[config.mk]
export PLATFORM = sky130hd
export DESIGN_NAME = ula_matricial_flat
export DESIGN_NICKNAME = d
export VERILOG_FILES = /design/src/rtl/ula_pkg.sv /design/src/rtl/ula_matricial_if.sv /design/src/rtl/ula_matricial_mac_elemento.sv /design/src/rtl/ula_matricial.sv /design/src/flat_wrapper.sv
export SDC_FILE = /design/constraint.sdc
export NUM_CORES = 1
export LEC_CHECK = 0
export BUFFER_PORTS_ARGS = -buffer_cell sky130_fd_sc_hd__clkbuf_2
export CAP_MARGIN = 20
export CORE_ASPECT_RATIO = 1.75
export CORE_MARGIN = 5
export CORE_UTILIZATION = 55
export DETAILED_ROUTE_END_ITERATION = 6
export GPL_TIMING_DRIVEN = 0
export PLACE_DENSITY = 0.76
export SLEW_MARGIN = 5
export SYNTH_ARGS = -nofsm -noshare
export SYNTH_HDL_FRONTEND = slang
export SYNTH_SLANG_ARGS = --single-unit
[constraint.sdc]
create_clock -name clk -period 11.3 [get_ports clk]
set_input_delay 1.695 -clock clk [delete_from_list [all_inputs] [get_ports clk]]
set_output_delay 1.695 -clock clk [all_outputs]
set_load 0.02 [all_outputs]
[src/rtl/ula_pkg.sv]
// ---------------------------------------------------------------------------
// ula_pkg -- shared constants, types and helpers for the ula_matricial slice.
//   N, DW, ACCW : matrix dimension, element width, product accumulator width
//   OP_*        : operation codes (110/111 are invalid)
//   state_t     : FSM encoding (IDLE, CALC, FIM)
//   reduz_dw    : reduces a full-precision result to DW bits. With the macro
//                 ULA_SATURACAO_EN defined it clamps to [-128,127], otherwise
//                 it keeps the low DW bits (wrap).
//   fora_faixa  : true when a full-precision result does not fit in DW bits
// ---------------------------------------------------------------------------
package ula_pkg;

   localparam int N    = 5;
   localparam int DW   = 8;
   localparam int ACCW = 20;
   localparam int NN   = N * N;
   localparam int IW   = 5;

   localparam logic [IW-1:0] LAST_IDX = IW'(NN - 1);
   localparam logic [2:0]    LAST_K   = 3'(N - 1);

   localparam logic [2:0] OP_ADD = 3'b000;
   localparam logic [2:0] OP_SUB = 3'b001;
   localparam logic [2:0] OP_MUL = 3'b010;
   localparam logic [2:0] OP_ESC = 3'b011;
   localparam logic [2:0] OP_TRP = 3'b100;
   localparam logic [2:0] OP_NEG = 3'b101;

   typedef enum logic [1:0] {
      IDLE = 2'd0,
      CALC = 2'd1,
      FIM  = 2'd2
   } state_t;

   localparam logic signed [ACCW-1:0] MAX_V = ACCW'(127);
   localparam logic signed [ACCW-1:0] MIN_V = ACCW'(-128);

   function automatic logic fora_faixa(input logic signed [ACCW-1:0] v);
      return (v > MAX_V) || (v < MIN_V);
   endfunction

   function automatic logic [DW-1:0] reduz_dw(input logic signed [ACCW-1:0] v);
`ifdef ULA_SATURACAO_EN
      if (v > MAX_V)
         return 8'h7F;
      else if (v < MIN_V)
         return 8'h80;
      else
         return v[DW-1:0];
`else
      return v[DW-1:0];
`endif
   endfunction

endpackage

[src/rtl/ula_matricial_if.sv]
// ---------------------------------------------------------------------------
// ula_matricial_if -- operand-write, command/status and result-read signals
// between the HPS input manager (master) and the matrix ALU (slave).
//   wr_en/wr_idx/wr_a/wr_b : load A[wr_idx] and B[wr_idx]
//   opcode/start           : launch an operation
//   busy/done/ovf/err      : status
//   rd_idx/rd_data         : read C[rd_idx], one cycle latency
// ---------------------------------------------------------------------------
interface ula_matricial_if;
   import ula_pkg::*;

   logic          wr_en;
   logic [IW-1:0] wr_idx;
   logic [DW-1:0] wr_a;
   logic [DW-1:0] wr_b;
   logic [2:0]    opcode;
   logic          start;
   logic          busy;
   logic          done;
   logic          ovf;
   logic          err;
   logic [IW-1:0] rd_idx;
   logic [DW-1:0] rd_data;

   modport master (
      output wr_en, wr_idx, wr_a, wr_b, opcode, start, rd_idx,
      input  busy, done, ovf, err, rd_data
   );

   modport slave (
      input  wr_en, wr_idx, wr_a, wr_b, opcode, start, rd_idx,
      output busy, done, ovf, err, rd_data
   );

endinterface

[src/rtl/ula_matricial_mac_elemento.sv]
// ---------------------------------------------------------------------------
// mac_elemento -- signed DW x DW multiply-accumulate, ACCW wide.
//   clk, reset : clock, synchronous active-low reset
//   clr        : this product starts a new sum (previous total ignored)
//   en         : commit acc_sum into the accumulator
//   a, b       : signed operands
//   acc_sum    : combinational (clr ? 0 : acc) + a*b, i.e. the running total
//                including the current product, usable in the same cycle
// ---------------------------------------------------------------------------
module mac_elemento
   import ula_pkg::*;
(
   input  logic                   clk,
   input  logic                   reset,
   input  logic                   clr,
   input  logic                   en,
   input  logic signed [DW-1:0]   a,
   input  logic signed [DW-1:0]   b,
   output logic signed [ACCW-1:0] acc_sum
);

   logic signed [2*DW-1:0] prod;
   logic signed [ACCW-1:0] acc_reg;

   assign prod    = a * b;
   assign acc_sum = (clr ? '0 : acc_reg) + {{(ACCW-2*DW){prod[2*DW-1]}}, prod};

   always_ff @(posedge clk) begin
      if (!reset)
         acc_reg <= '0;
      else if (en)
         acc_reg <= acc_sum;
   end

endmodule

[src/rtl/ula_matricial.sv]
// ---------------------------------------------------------------------------
// ula_matricial -- 5x5 signed 8-bit matrix ALU.
//   clk   : system clock
//   reset : synchronous, active-low; aborts any operation (C keeps whatever
//           was already written), matrix storage is not cleared
//   bus   : ula_matricial_if.slave (operand writes, opcode/start, status,
//           result reads)
// Operations run sequentially, one C element per cycle (MUL: five cycles
// per element). Build option: define ULA_SATURACAO_EN to clamp out-of-range
// results instead of wrapping them; ovf is raised either way.
// ---------------------------------------------------------------------------
module ula_matricial
   import ula_pkg::*;
(
   input  logic           clk,
   input  logic           reset,
   ula_matricial_if.slave bus
);

   logic [DW-1:0] mem_a [0:NN-1];
   logic [DW-1:0] mem_b [0:NN-1];
   logic [DW-1:0] mem_c [0:NN-1];

   state_t          state_reg, state_next;
   logic [2:0]      op_reg, op_next;
   logic [IW-1:0]   idx_reg, idx_next;
   logic [2:0]      row_reg, row_next;
   logic [2:0]      col_reg, col_next;
   logic [2:0]      k_reg, k_next;
   logic            ovf_reg, ovf_next;
   logic            err_reg, err_next;
   logic [DW-1:0]   rd_data_reg;
   logic            c_we;
   logic            last_el;
   logic            mac_clr, mac_en;
   logic [IW-1:0]   a_addr, b_addr;
   logic signed [DW-1:0]   a_val, b_val;
   logic signed [ACCW-1:0] a_ext, b_ext, res, mac_sum;

   // Operand addresses: MUL walks row i of A and column j of B with k,
   // ESC always uses B[0], TRP reads A at the mirrored position.
   always_comb begin
      a_addr = idx_reg;
      b_addr = idx_reg;
      case (op_reg)
         OP_MUL: begin
            a_addr = IW'(row_reg) * IW'(N) + IW'(k_reg);
            b_addr = IW'(k_reg) * IW'(N) + IW'(col_reg);
         end
         OP_ESC: b_addr = '0;
         OP_TRP: a_addr = IW'(col_reg) * IW'(N) + IW'(row_reg);
         default: ;
      endcase
   end

   assign a_val = $signed(mem_a[a_addr]);
   assign b_val = $signed(mem_b[b_addr]);
   assign a_ext = {{(ACCW-DW){a_val[DW-1]}}, a_val};
   assign b_ext = {{(ACCW-DW){b_val[DW-1]}}, b_val};

   // ESC uses the MAC with clr held, so acc_sum is just the product.
   assign mac_clr = (op_reg != OP_MUL) || (k_reg == '0);
   assign mac_en  = (state_reg == CALC);

   mac_elemento u_mac (
      .clk     (clk),
      .reset   (reset),
      .clr     (mac_clr),
      .en      (mac_en),
      .a       (a_val),
      .b       (b_val),
      .acc_sum (mac_sum)
   );

   always_comb begin
      res = mac_sum;
      case (op_reg)
         OP_ADD:  res = a_ext + b_ext;
         OP_SUB:  res = a_ext - b_ext;
         OP_TRP:  res = a_ext;
         OP_NEG:  res = -a_ext;
         default: res = mac_sum;
      endcase
   end

   // Element-wise ops finish an element every cycle; MUL only on k == N-1.
   assign last_el = (op_reg != OP_MUL) || (k_reg == LAST_K);

   always_comb begin
      state_next = state_reg;
      op_next    = op_reg;
      idx_next   = idx_reg;
      row_next   = row_reg;
      col_next   = col_reg;
      k_next     = k_reg;
      ovf_next   = ovf_reg;
      err_next   = err_reg;
      c_we       = 1'b0;
      case (state_reg)
         IDLE: begin
            if (bus.start) begin
               op_next  = bus.opcode;
               ovf_next = 1'b0;
               err_next = 1'b0;
               idx_next = '0;
               row_next = '0;
               col_next = '0;
               k_next   = '0;
               if (bus.opcode > OP_NEG) begin
                  err_next   = 1'b1;
                  state_next = FIM;
               end else begin
                  state_next = CALC;
               end
            end
         end
         CALC: begin
            if (last_el) begin
               c_we   = 1'b1;
               k_next = '0;
               if (fora_faixa(res))
                  ovf_next = 1'b1;
               if (idx_reg == LAST_IDX) begin
                  idx_next   = '0;
                  row_next   = '0;
                  col_next   = '0;
                  state_next = FIM;
               end else begin
                  idx_next = idx_reg + 1'b1;
                  if (col_reg == LAST_K) begin
                     col_next = '0;
                     row_next = row_reg + 1'b1;
                  end else begin
                     col_next = col_reg + 1'b1;
                  end
               end
            end else begin
               k_next = k_reg + 1'b1;
            end
         end
         FIM:     state_next = IDLE;
         default: state_next = IDLE;
      endcase
   end

   always_ff @(posedge clk) begin
      if (!reset) begin
         state_reg <= IDLE;
         op_reg    <= OP_ADD;
         idx_reg   <= '0;
         row_reg   <= '0;
         col_reg   <= '0;
         k_reg     <= '0;
         ovf_reg   <= 1'b0;
         err_reg   <= 1'b0;
      end else begin
         state_reg <= state_next;
         op_reg    <= op_next;
         idx_reg   <= idx_next;
         row_reg   <= row_next;
         col_reg   <= col_next;
         k_reg     <= k_next;
         ovf_reg   <= ovf_next;
         err_reg   <= err_next;
      end
   end

   // Operands are frozen while computing; a write and start in the same
   // IDLE cycle lands before the first CALC read.
   always_ff @(posedge clk) begin
      if (bus.wr_en && (state_reg != CALC) && (bus.wr_idx <= LAST_IDX)) begin
         mem_a[bus.wr_idx] <= bus.wr_a;
         mem_b[bus.wr_idx] <= bus.wr_b;
      end
      if (reset && c_we)
         mem_c[idx_reg] <= reduz_dw(res);
   end

   always_ff @(posedge clk) begin
      if (!reset)
         rd_data_reg <= '0;
      else if (bus.rd_idx <= LAST_IDX)
         rd_data_reg <= mem_c[bus.rd_idx];
      else
         rd_data_reg <= '0;
   end

   assign bus.busy    = (state_reg == CALC);
   assign bus.done    = (state_reg == FIM);
   assign bus.ovf     = ovf_reg;
   assign bus.err     = err_reg;
   assign bus.rd_data = rd_data_reg;

endmodule
[src/flat_wrapper.sv]
// flat-port wrapper written by rule: the top's interface ports become plain ports
module ula_matricial_flat import ula_pkg::*;
  (clk, reset, bus_wr_en, bus_wr_idx, bus_wr_a, bus_wr_b, bus_opcode, bus_start, bus_rd_idx, bus_busy, bus_done, bus_ovf, bus_err, bus_rd_data);
  ula_matricial_if bus_i ();
  input  logic clk;
  input  logic reset;
  input wire logic [$bits(bus_i.wr_en)-1:0] bus_wr_en;
  input wire logic [$bits(bus_i.wr_idx)-1:0] bus_wr_idx;
  input wire logic [$bits(bus_i.wr_a)-1:0] bus_wr_a;
  input wire logic [$bits(bus_i.wr_b)-1:0] bus_wr_b;
  input wire logic [$bits(bus_i.opcode)-1:0] bus_opcode;
  input wire logic [$bits(bus_i.start)-1:0] bus_start;
  input wire logic [$bits(bus_i.rd_idx)-1:0] bus_rd_idx;
  output wire logic [$bits(bus_i.busy)-1:0] bus_busy;
  output wire logic [$bits(bus_i.done)-1:0] bus_done;
  output wire logic [$bits(bus_i.ovf)-1:0] bus_ovf;
  output wire logic [$bits(bus_i.err)-1:0] bus_err;
  output wire logic [$bits(bus_i.rd_data)-1:0] bus_rd_data;
  assign bus_i.wr_en = bus_wr_en;
  assign bus_i.wr_idx = bus_wr_idx;
  assign bus_i.wr_a = bus_wr_a;
  assign bus_i.wr_b = bus_wr_b;
  assign bus_i.opcode = bus_opcode;
  assign bus_i.start = bus_start;
  assign bus_i.rd_idx = bus_rd_idx;
  assign bus_busy = bus_i.busy;
  assign bus_done = bus_i.done;
  assign bus_ovf = bus_i.ovf;
  assign bus_err = bus_i.err;
  assign bus_rd_data = bus_i.rd_data;
  ula_matricial u_core (.clk(clk), .reset(reset), .bus(bus_i));
endmodule
# Word-level counts from Yosys, hierarchy flattened
# Memory sizes are Yosys's and may differ from the RTL's. A register that Yosys moved wholly into a read port is not among the register bits.
# Index checks and enable logic that the tools add are counted.
[totals] ff_bits=41 output_inout_bits=12 wordCells=102 mem_count=3 ramBits=600
[memory_table] name="u_core.mem_a" depth=25 width=8 read_ports=1 rd_ports_with_merged_regs=0 wr=1 line="ula_matricial.sv:20" text="logic [DW-1:0] mem_a [0:NN-1];"
[memory_table] name="u_core.mem_b" depth=25 width=8 read_ports=1 rd_ports_with_merged_regs=0 wr=1 line="ula_matricial.sv:21" text="logic [DW-1:0] mem_b [0:NN-1];"
[memory_table] name="u_core.mem_c" depth=25 width=8 read_ports=1 rd_ports_with_merged_regs=1 wr=1 line="ula_matricial.sv:22" text="logic [DW-1:0] mem_c [0:NN-1];"
[op_classes] n_eq_ne=17 reduce_logical=18 n_addsub=11 mul=4 order_cmp=5 mux=35
[op_table] cell="$pmux W20 S4" n=1
[op_table] cell="$pmux W5 S2" n=3
[op_table] cell="$mux W3" n=8
[op_table] cell="$add A20 B20 Y20" n=1
[op_table] cell="$gt A20 B8 Y1 const B" n=1
[op_table] cell="$lt A20 B8 Y1 const B" n=1
[op_table] cell="$mux W20" n=1
[op_table] cell="$neg A8 Y20" n=1
[op_table] cell="$pmux W3 S2" n=3
[op_table] cell="$mul A8 B8 Y16" n=1
[op_table] cell="$add A5 B3 Y5" n=3
[op_table] cell="$mul A3 B3 Y5 const B" n=3
[op_table] cell="$mux W5" n=3
[op_table] cell="$eq A3 B3 Y1 const B" n=4
[op_table] cell="$le A5 B5 Y1 const B" n=2
[op_table] cell="$mux W1" n=10
[op_table] cell="$add A3 B1 Y3 const B" n=3
[op_table] cell="$add A8 B8 Y9" n=1
[op_table] cell="$sub A8 B8 Y9" n=1
[op_table] cell="$mux W2" n=4
[op_table] cell="$ne A2 B1 Y1 const B" n=4
[op_table] cell="$reduce_and A4 Y1" n=2
[op_table] cell="$eq A3 B2 Y1 const B" n=2
[op_table] cell="$logic_not A3 Y1" n=2
[op_table] cell="18 further kinds" n=25

# Logic depth before layout (Yosys ltp)
# Gate-level depths: netlist (run 1).
# An unclocked memory read counts as a cell.
[logic_depth] ltp_word=12 ltp_mapped=48

# Modules after synthesis
# A second synthesis (run 1) with hierarchy kept.
[hier_totals] hier_cells=2418 hier_area_um2=31619.1
[by_module_without_submodules] module="ula_matricial" cells_per_inst=1906 n_inst=1 seq_area_each_um2=18597.8 area_each_um2=27153.5
[by_module_without_submodules] module="mac_elemento" cells_per_inst=512 n_inst=1 seq_area_each_um2=400.4 area_each_um2=4465.5

# Worst setup path after synthesis (run 1)
# No wires, ideal clock.
[synth_path] path_type="reg2reg" start="register u_core.col_reg[2]" end="register u_core.ovf_reg (netlist: u_core.bus.ovf)" slack_ns=1.953 t_arrival_ns=9.224 t_required_ns=11.177 n_path_buf=2 synth_period_minus_slack_ns=9.347 stages_incl_launch_ff=41 setup_ns=0.123 path_cell_list="dfxtp_1 > ha_1 > ha_1 > fa_1 > nor3b_1 > o21ai_1 > nand2_2 > buf_2 > buf_2 > mux2_2 > o2111ai_1 > nand4_1 > nand2_1 > inv_1 > nand2_1 > inv_1 > fa_1 > inv_1 > (+5 left out) > inv_1 > ha_1 > o211ai_1 > nor4_1 > nor2_1 > nor2b_1 > xnor2_1 > ha_1 > o21ai_0 > nand2b_1 > a21boi_0 > xnor2_1 > or4b_2 > o21ai_0 > o2111a_1 > nand4_1 > a211oi_1 > nor3_2"
[synth_via] elab_chain_cells=11 elab_cells_between_ends=18 classes_between="6 x add/sub; 2 x mul; 2 x order compare; 1 x eq/ne; 3 x mux; 2 x reduce/logical; 2 x memory"
[synth_lines] element="start, declared" line="ula_matricial.sv:28" text="logic [2:0] col_reg, col_next;"
[synth_lines] element="start signal, assigned" line="ula_matricial.sv:161" text="col_reg <= col_next;"
[synth_lines] element="$mul A3 B3 Y5" line="ula_matricial.sv:51" text="OP_TRP: a_addr = IW'(col_reg) * IW'(N) + IW'(row_reg);"
[synth_lines] element="$add A5 B3 Y5" line="ula_matricial.sv:51"
[synth_lines] element="$pmux W5 S2" line="ula_matricial.sv:45" text="case (op_reg)"
[synth_lines] element="$mem_v2 Z25 W8"
[synth_lines] element="$mul A8 B8 Y16" line="ula_matricial_mac_elemento.sv:25" text="assign prod = a * b;"
[synth_lines] element="$add A20 B20 Y20" line="ula_matricial_mac_elemento.sv:26" text="assign acc_sum = (clr ? '0 : acc_reg) + {{(ACCW-2*DW){prod[2*DW-1]}}, prod};"
[synth_lines] element="$pmux W20 S4 (*)" line="ula_matricial.sv:77" text="case (op_reg)"
[synth_lines] element="$gt A20 B8 Y1 or $lt A20 B8 Y1 (tied branches)" line="ula_pkg.sv:39" text="return (v > MAX_V) || (v < MIN_V);"
[synth_lines] element="$logic_or A1 B1 Y1 (*)" line="ula_pkg.sv:39"
[synth_lines] element="$ne A2 B1 Y1 (no source line) (*)"
[synth_lines] element="$reduce_and A4 Y1 (no source line) (*)"
[synth_lines] element="end signal, assigned" line="ula_matricial.sv:163" text="ovf_reg <= ovf_next;"
[synth_lines] element="end, declared" line="ula_matricial.sv:30" text="logic ovf_reg, ovf_next;"
# Every way passes the cells marked *; elsewhere a longest branch is shown, timed or not.
# A chain may end at the register's enable or synchronous reset.

# Final worst setup path (run 1)
# Same ends and word-level chain as after synthesis.

==> results of run 1 <==
-- kinds of logic (layout without fill, tap and decap cells) --
kind of cell             Yosys count  after routing  synth area share
buffers and inverters            259            438            0.0348
AO/OA/AOI/OAI                    468            468             0.101
AND/OR/NAND/NOR                  716            716             0.107
multiplexers                     115            115            0.0560
adder cells (fa/ha/maj)          162            162            0.0793
flip-flops                       649            649             0.605
XOR/XNOR                          58             58            0.0162
-- per-stage QoR --
stage               total power, uW  cells
global route                   9250   3373
floorplan                      5560   2427
global placement               6480   3232
finish                         8760   3373
detailed placement             6640   3264
CTS                            8710   3364
-- worst paths after layout --
check | startpoint | endpoint | slack [ns] | cells after the start
setup / recovery | u_core.col_reg[2] | u_core.bus.ovf | 0.56 | 42
hold / removal | u_core.u_mac.acc_reg[11] | u_core.u_mac.acc_reg[11] | 0.45 | 2
setup reg to reg | u_core.col_reg[2] | u_core.bus.ovf | 0.56 | 42
hold reg to reg | u_core.u_mac.acc_reg[11] | u_core.u_mac.acc_reg[11] | 0.45 | 2
-- layout make-up --
cell class / instances / area, sq um / area share
Sequential cell: 649 / 19000 / 0.539
Buffer: 124 / 597 / 0.0169
Multi-Input combinational cell: 1519 / 11500 / 0.326
Inverter: 135 / 507 / 0.0144
Clock buffer: 61 / 1440 / 0.0408
Timing Repair Buffer: 79 / 763 / 0.0216
Tap cell: 767 / 960 / 0.0272
Clock inverter: 39 / 502 / 0.0142
-- what timing repair did --
| item | in CTS | in global routing |
|---|---|---|
| setup endpoints to repair | 1 | 2 |
| pin swaps | 0 | 2 |
| hold endpoints to repair | 0 | 0 |
| resized for setup | 9 | 28 |
| buffers inserted | 0 | 7 |
-- routing by layer --
layer / vias to the layer above / routed length [microns] / global-route usage
met5: - / 0 / 0
met4: 0 / 6460 / 0.168
met3: 331 / 5700 / 0.0346
met2: 1132 / 45300 / 0.500
li1: 9322 / - / -
met1: 10425 / 27000 / 0.286
-- power groups by stage --
stage	clock [uW]	sequential, uW	combinational, uW
6_report	2020	2800	3940
5_1_grt	2140	2800	4310
4_1_cts	2040	2800	3870
3_5_place_dp	0	2850	3780
3_3_place_gp	0	2860	3620
2_1_floorplan	0	2860	2700
-- worst max-delay path: cells and delay by family, from the launching register on --
kind,cells,cell delay (ns)
adder cells (fa/ha/maj),9,3.79
AO/OA/AOI/OAI,16,3.21
AND/OR/NAND/NOR,11,1.79
buffers and inverters,5,1.20
flip-flops,1,0.49
XOR/XNOR,1,0.11
-- cell usage in the layout (no fill, tap or decap), drive strengths merged, types with 29 or more instances in the layout --
cell | netlist | final
edfxtp | 600 | 600
and2 | 71 | 71
nand3 | 40 | 40
xnor2 | 44 | 44
clkbuf | 69 | 170
dfxtp | 49 | 49
a31oi | 33 | 33
nor2 | 193 | 193
mux2i | 48 | 48
buf | 55 | 94
a2111oi | 29 | 29
a21oi | 111 | 111
ha | 99 | 99
and3 | 31 | 31
fa | 62 | 62
inv | 132 | 136
nor3 | 29 | 29
a211oi | 77 | 77
mux4 | 46 | 46
nand2 | 253 | 253
o21ai | 66 | 66
-- synth_stat cells, drive strengths merged, types with 25 or more instances --
cell | instances | area (sq um)
a2111oi | 29 | 254
a211oi | 77 | 583
a21oi | 111 | 559
a311oi | 25 | 219
a31oi | 33 | 206
and2 | 71 | 444
and3 | 31 | 194
buf | 55 | 327
clkbuf | 69 | 259
dfxtp | 49 | 981
edfxtp | 600 | 18000
fa | 62 | 1240
ha | 99 | 1240
inv | 132 | 495
mux2i | 48 | 480
mux4 | 46 | 1040
nand2 | 253 | 955
nand3 | 40 | 200
nor2 | 193 | 737
nor3 | 29 | 150
o21ai | 66 | 330
xnor2 | 44 | 385
==> flow_metrics.env, run 1 <==
export IMPL_status="finished clean"
export IMPL_utilization=0.620
export IMPL_clockBufferDepth=3
export IMPL_first_global_vias=21754
export IMPL_cts_sinks=649
export IMPL_seqPwrFrac=0.320
export IMPL_dieArea_sq_um=62100
export IMPL_synth_area_per_cell_sq_um=12.9
export IMPL_antenna_found_initial=0
export IMPL_min_period_over_period=0.951
export IMPL_peakVddDrop_mv=0.386
export IMPL_cts_htree_levels=2
export IMPL_wirelength_microns=84500
export IMPL_skew_ns=0.0303
export IMPL_combPwrFrac=0.450
export IMPL_ys_types=89
export IMPL_cp_max_fo=11
export IMPL_async_reset_ff_frac=0
export IMPL_maxSlewHeadroom=0.316
export IMPL_syn_nets=2621
export IMPL_setup_viol=0
export IMPL_timing_setup_tns_ns=0
export IMPL_ctsHoldBuffers=0
export IMPL_sw_frac_of_total=0.386
export IMPL_fin_nets=2756
export IMPL_ys_warn_count=0
export IMPL_max_freq_mhz=93.1
export IMPL_synth_area_sq_um=31400
export IMPL_insertion_delay_ns=0.62
export IMPL_grt_overflow=0
export IMPL_p_sw_uw=3380
export IMPL_start_util=0.552
export IMPL_io_buffers=38
export IMPL_post_dp_cell_area_sq_um=33100
export IMPL_drv_slew=0
export IMPL_drc_errors=0
export IMPL_whs_ns=0.450
export IMPL_tightest_slew_ns=1.03
export IMPL_gp_congestion=0.961
export IMPL_place_ws_ns=-0.376
export IMPL_crit_path_end_kind="flip-flop"
export IMPL_area_growth_pct=12.4
export IMPL_synth_main_ff_cell="edfxtp_1"
export IMPL_intPower_uw=5380
export IMPL_drt_iter0_drc=2176
export IMPL_p_leak_uw=0.0125
export IMPL_p_per_area_nw_per_um2=248
export IMPL_drive_gt1_frac=0.136
export IMPL_grt_start_max_net_pins=26
export IMPL_period_needed_ns=10.74
export IMPL_finalHoldViolCount=0
export IMPL_cts_root_buf="clkbuf_16"
export IMPL_cts_tree="done"
export IMPL_grt_pass1_wl_microns=127000
export IMPL_ys_seq_area_frac=0.605
export IMPL_fillers=4246
export IMPL_fin_ws_ns=0.555
export IMPL_clk_pin_slew_worst_paths_ns=0.07
export IMPL_grt_usage=0.270
export IMPL_n_antenna_cell=0
export IMPL_synth_cells=2427
export IMPL_worst_ep_arrival_time_ns=11.23
export IMPL_wire_per_inst_microns=25.0
export IMPL_die_h_microns=326
export IMPL_synth_edff_count=600
export IMPL_rsz0062_at_grt="no"
export IMPL_fin_area_sq_um=35300
export IMPL_cp_start_kind="flip-flop"
export IMPL_min_path_type="flip-flop to flip-flop"
export IMPL_crit_type="flip-flop to flip-flop"
export IMPL_cts_buffers=54
export IMPL_dr_pass1_iters=6
export IMPL_core_area_sq_um=56900
export IMPL_ys_seq_elements=649
export IMPL_cap_violations=0
export IMPL_die_w_microns=191
export IMPL_top_regs="u_core.mem_a x200, u_core.mem_b x200, u_core.mem_c x200"
export IMPL_clock_power_share=0.231
export IMPL_slowest_stage="fa_1"
export IMPL_crit_path_frequent_cell="fa_1"
export IMPL_antenna_violating_nets_post_route=0
export IMPL_routed_via_density=6.29
export IMPL_ioPinCount=45
export IMPL_place_hpwl_microns=60300
export IMPL_max_stage_delay_ns=0.57
export IMPL_rows=116
export IMPL_vias=21210
export IMPL_worstPathRequired_ns=11.79
Power figures use the tool's default switching activity.
==> run 2: changes to the inputs <==
Settings changed: BUFFER_PORTS_ARGS -buffer_cell sky130_fd_sc_hd__clkbuf_2 to -buffer_cell sky130_fd_sc_hd__buf_2.
Clock period 11.3 ns to 13.1 ns, I/O delays scaled along.
==> run 2 against run 1 <==
- die area did not move
- global-route usage fell by 0.40 points
- non-clock buffer count fell by 6
- wire length fell by 1.0%
- power fell by 16%
- sequential share of layout area rose by 0.53 points
- worst setup slack improved by 0.60 ns
- critical endpoint unchanged
==> flow_metrics.env, run 2 (synthesized netlist as in run 1, its figures left out) <==
export IMPL_grt_overflow=0
export IMPL_r2r_start="u_core.col_reg[0]"
export IMPL_final_common_cell="edfxtp_1"
export IMPL_first_global_vias=21504
export IMPL_fin_ws_ns=1.16
export IMPL_path_buf_inv=4
export IMPL_total_power_uw=7350
export IMPL_drv_slew=0
export IMPL_cp_start_kind="flip-flop"
export IMPL_cp_startpoint="u_core.col_reg[0]"
export IMPL_ctsResizeCount=0
export IMPL_post_cts_buffers=0
export IMPL_place_ws_ns=1.39
export IMPL_peakVddDrop_mv=0.220
export IMPL_setup_viol=0
export IMPL_drive_gt1_frac=0.120
export IMPL_place_hpwl_microns=59700
export IMPL_die_h_microns=326
export IMPL_ioPinCount=45
export IMPL_period_needed_ns=11.94
export IMPL_worstReg2RegEnd="u_core.bus.ovf"
export IMPL_start_util=0.552
export IMPL_min_path_type="flip-flop to flip-flop"
export IMPL_max_stage_delay_ns=0.90
export IMPL_area_growth_pct=11.2
export IMPL_insertion_delay_ns=0.62
export IMPL_setup_worst_path_end="u_core.bus.ovf"
export IMPL_fin_area_sq_um=34900
export IMPL_die_w_microns=191
export IMPL_slowest_stage="a31oi_1"
export IMPL_max_freq_mhz=83.7
export IMPL_worst_ep_arrival_time_ns=12.43
export IMPL_gp_congestion=0.962
export IMPL_reg2regPathDepth=35
export IMPL_min_period_over_period=0.912
export IMPL_p_per_area_nw_per_um2=210
export IMPL_tightest_slew_ns=1.21
export IMPL_dieArea_sq_um=62100
export IMPL_whs_ns=0.449
export IMPL_rows=116
export IMPL_min_from="u_core.u_mac.acc_reg[12]"
export IMPL_p_leak_uw=0.0123
export IMPL_cp_max_fo=10
export IMPL_grt_start_max_net_pins=26
export IMPL_fillers=4275
export IMPL_wirelength_microns=83600
export IMPL_critical_path_top_delay_family="compound AO/OA/AOI/OAI gates"
export IMPL_clockBufferDepth=3
export IMPL_cts_tree="done"
export IMPL_timing_setup_tns_ns=0
export IMPL_grt_pass1_wl_microns=125000
export IMPL_crit_path_end_kind="flip-flop"
export IMPL_status="finished clean"
export IMPL_fin_nets=2750
export IMPL_cts_root_buf="clkbuf_16"
export IMPL_antenna_violating_nets_post_route=0
export IMPL_cts_sinks=649
export IMPL_wire_per_inst_microns=24.8
export IMPL_io_buffers=38
export IMPL_cts_buffers=54
export IMPL_drc_errors=0
export IMPL_maxSlewHeadroom=0.191
export IMPL_rrSetupSlack_ns=1.16
export IMPL_drt_iter0_drc=2259
export IMPL_path_depth=35
export IMPL_cap_violations=0
export IMPL_ctsHoldBuffers=0
export IMPL_vias=20927
export IMPL_final_cell_mix="edfxtp_1 (600), nand2_1 (251), nor2_1 (166)"
export IMPL_core_area_sq_um=56900
export IMPL_cts_htree_levels=2
export IMPL_skew_ns=0.0281
export IMPL_clk_pin_slew_worst_paths_ns=0.07
export IMPL_grt_usage=0.266
export IMPL_top_regs="u_core.mem_a x200, u_core.mem_b x200, u_core.mem_c x200"
export IMPL_rsz0062_at_grt="no"
export IMPL_finalHoldViolCount=0
export IMPL_dr_pass1_iters=6
export IMPL_post_dp_cell_area_sq_um=33200
export IMPL_worstPathRequired_ns=13.59
export IMPL_routed_via_density=6.21
export IMPL_antenna_found_initial=1
export IMPL_crit_type="flip-flop to flip-flop"
==> run 2: routing by layer <==
layer | routed length (microns) | part of all wire | track usage | up-vias
li1 | - | - | - | 9321
met1 | 27200 | 0.33 | 0.281 | 10225
met2 | 44600 | 0.53 | 0.484 | 1041
met3 | 5320 | 0.064 | 0.0370 | 340
met4 | 6520 | 0.078 | 0.177 | 0
met5 | 0 | 0 | 0 | -
==> run 2: final cells by class <==
type | count | area, sq um | share of cell area
clock buffer | 73 | 1490 | 0.0425
buffer | 124 | 586 | 0.0168
inverter | 135 | 507 | 0.0145
timing repair buffer | 73 | 722 | 0.0207
clock inverter | 26 | 260 | 0.00745
sequential | 649 | 19000 | 0.544
antenna | 3 | 7.51 | 0.000215
tap | 767 | 960 | 0.0275
multi-input combinational | 1519 | 11400 | 0.326
==> run 2: stage by stage <==
| stage | util | std cells |
|---|---|---|
| finish | 0.614 | 3369 |
| global route | 0.614 | 3366 |
| CTS | 0.613 | 3364 |
| detailed placement | 0.583 | 3265 |
| global placement | 0.572 | 3232 |
| floorplan | - | 2427 |
==> run 2: how the worst min path moves through the flow <==
stage / to / slack (ns) / depth (start not counted)
final: u_core.u_mac.acc_reg[12] / 0.45 / 2
after global routing: u_core.u_mac.acc_reg[13] / 0.47 / 2
after CTS: u_core.u_mac.acc_reg[12] / 0.45 / 2
after detailed placement: u_core.u_mac.acc_reg[12] / 0.44 / 2
after global placement: u_core.u_mac.acc_reg[17] / 0.44 / 2
after floorplan: u_core.u_mac.acc_reg[0] / 0.43 / 2
==> run 2: worst min-delay path: cells and delay by family, from the launching register on <==
family	cells	cell delay, ns
and+or+nand+nor	1	0.05
AOI/OAI and AO/OA	1	0.05
DFF	1	0.31
==> run 2: report_power, final <==
part | internal [uW] | switching [uW]
registers | 2400 | 13.0
clock network | 877 | 725
logic | 1230 | 2100
total | 4510 | 2840
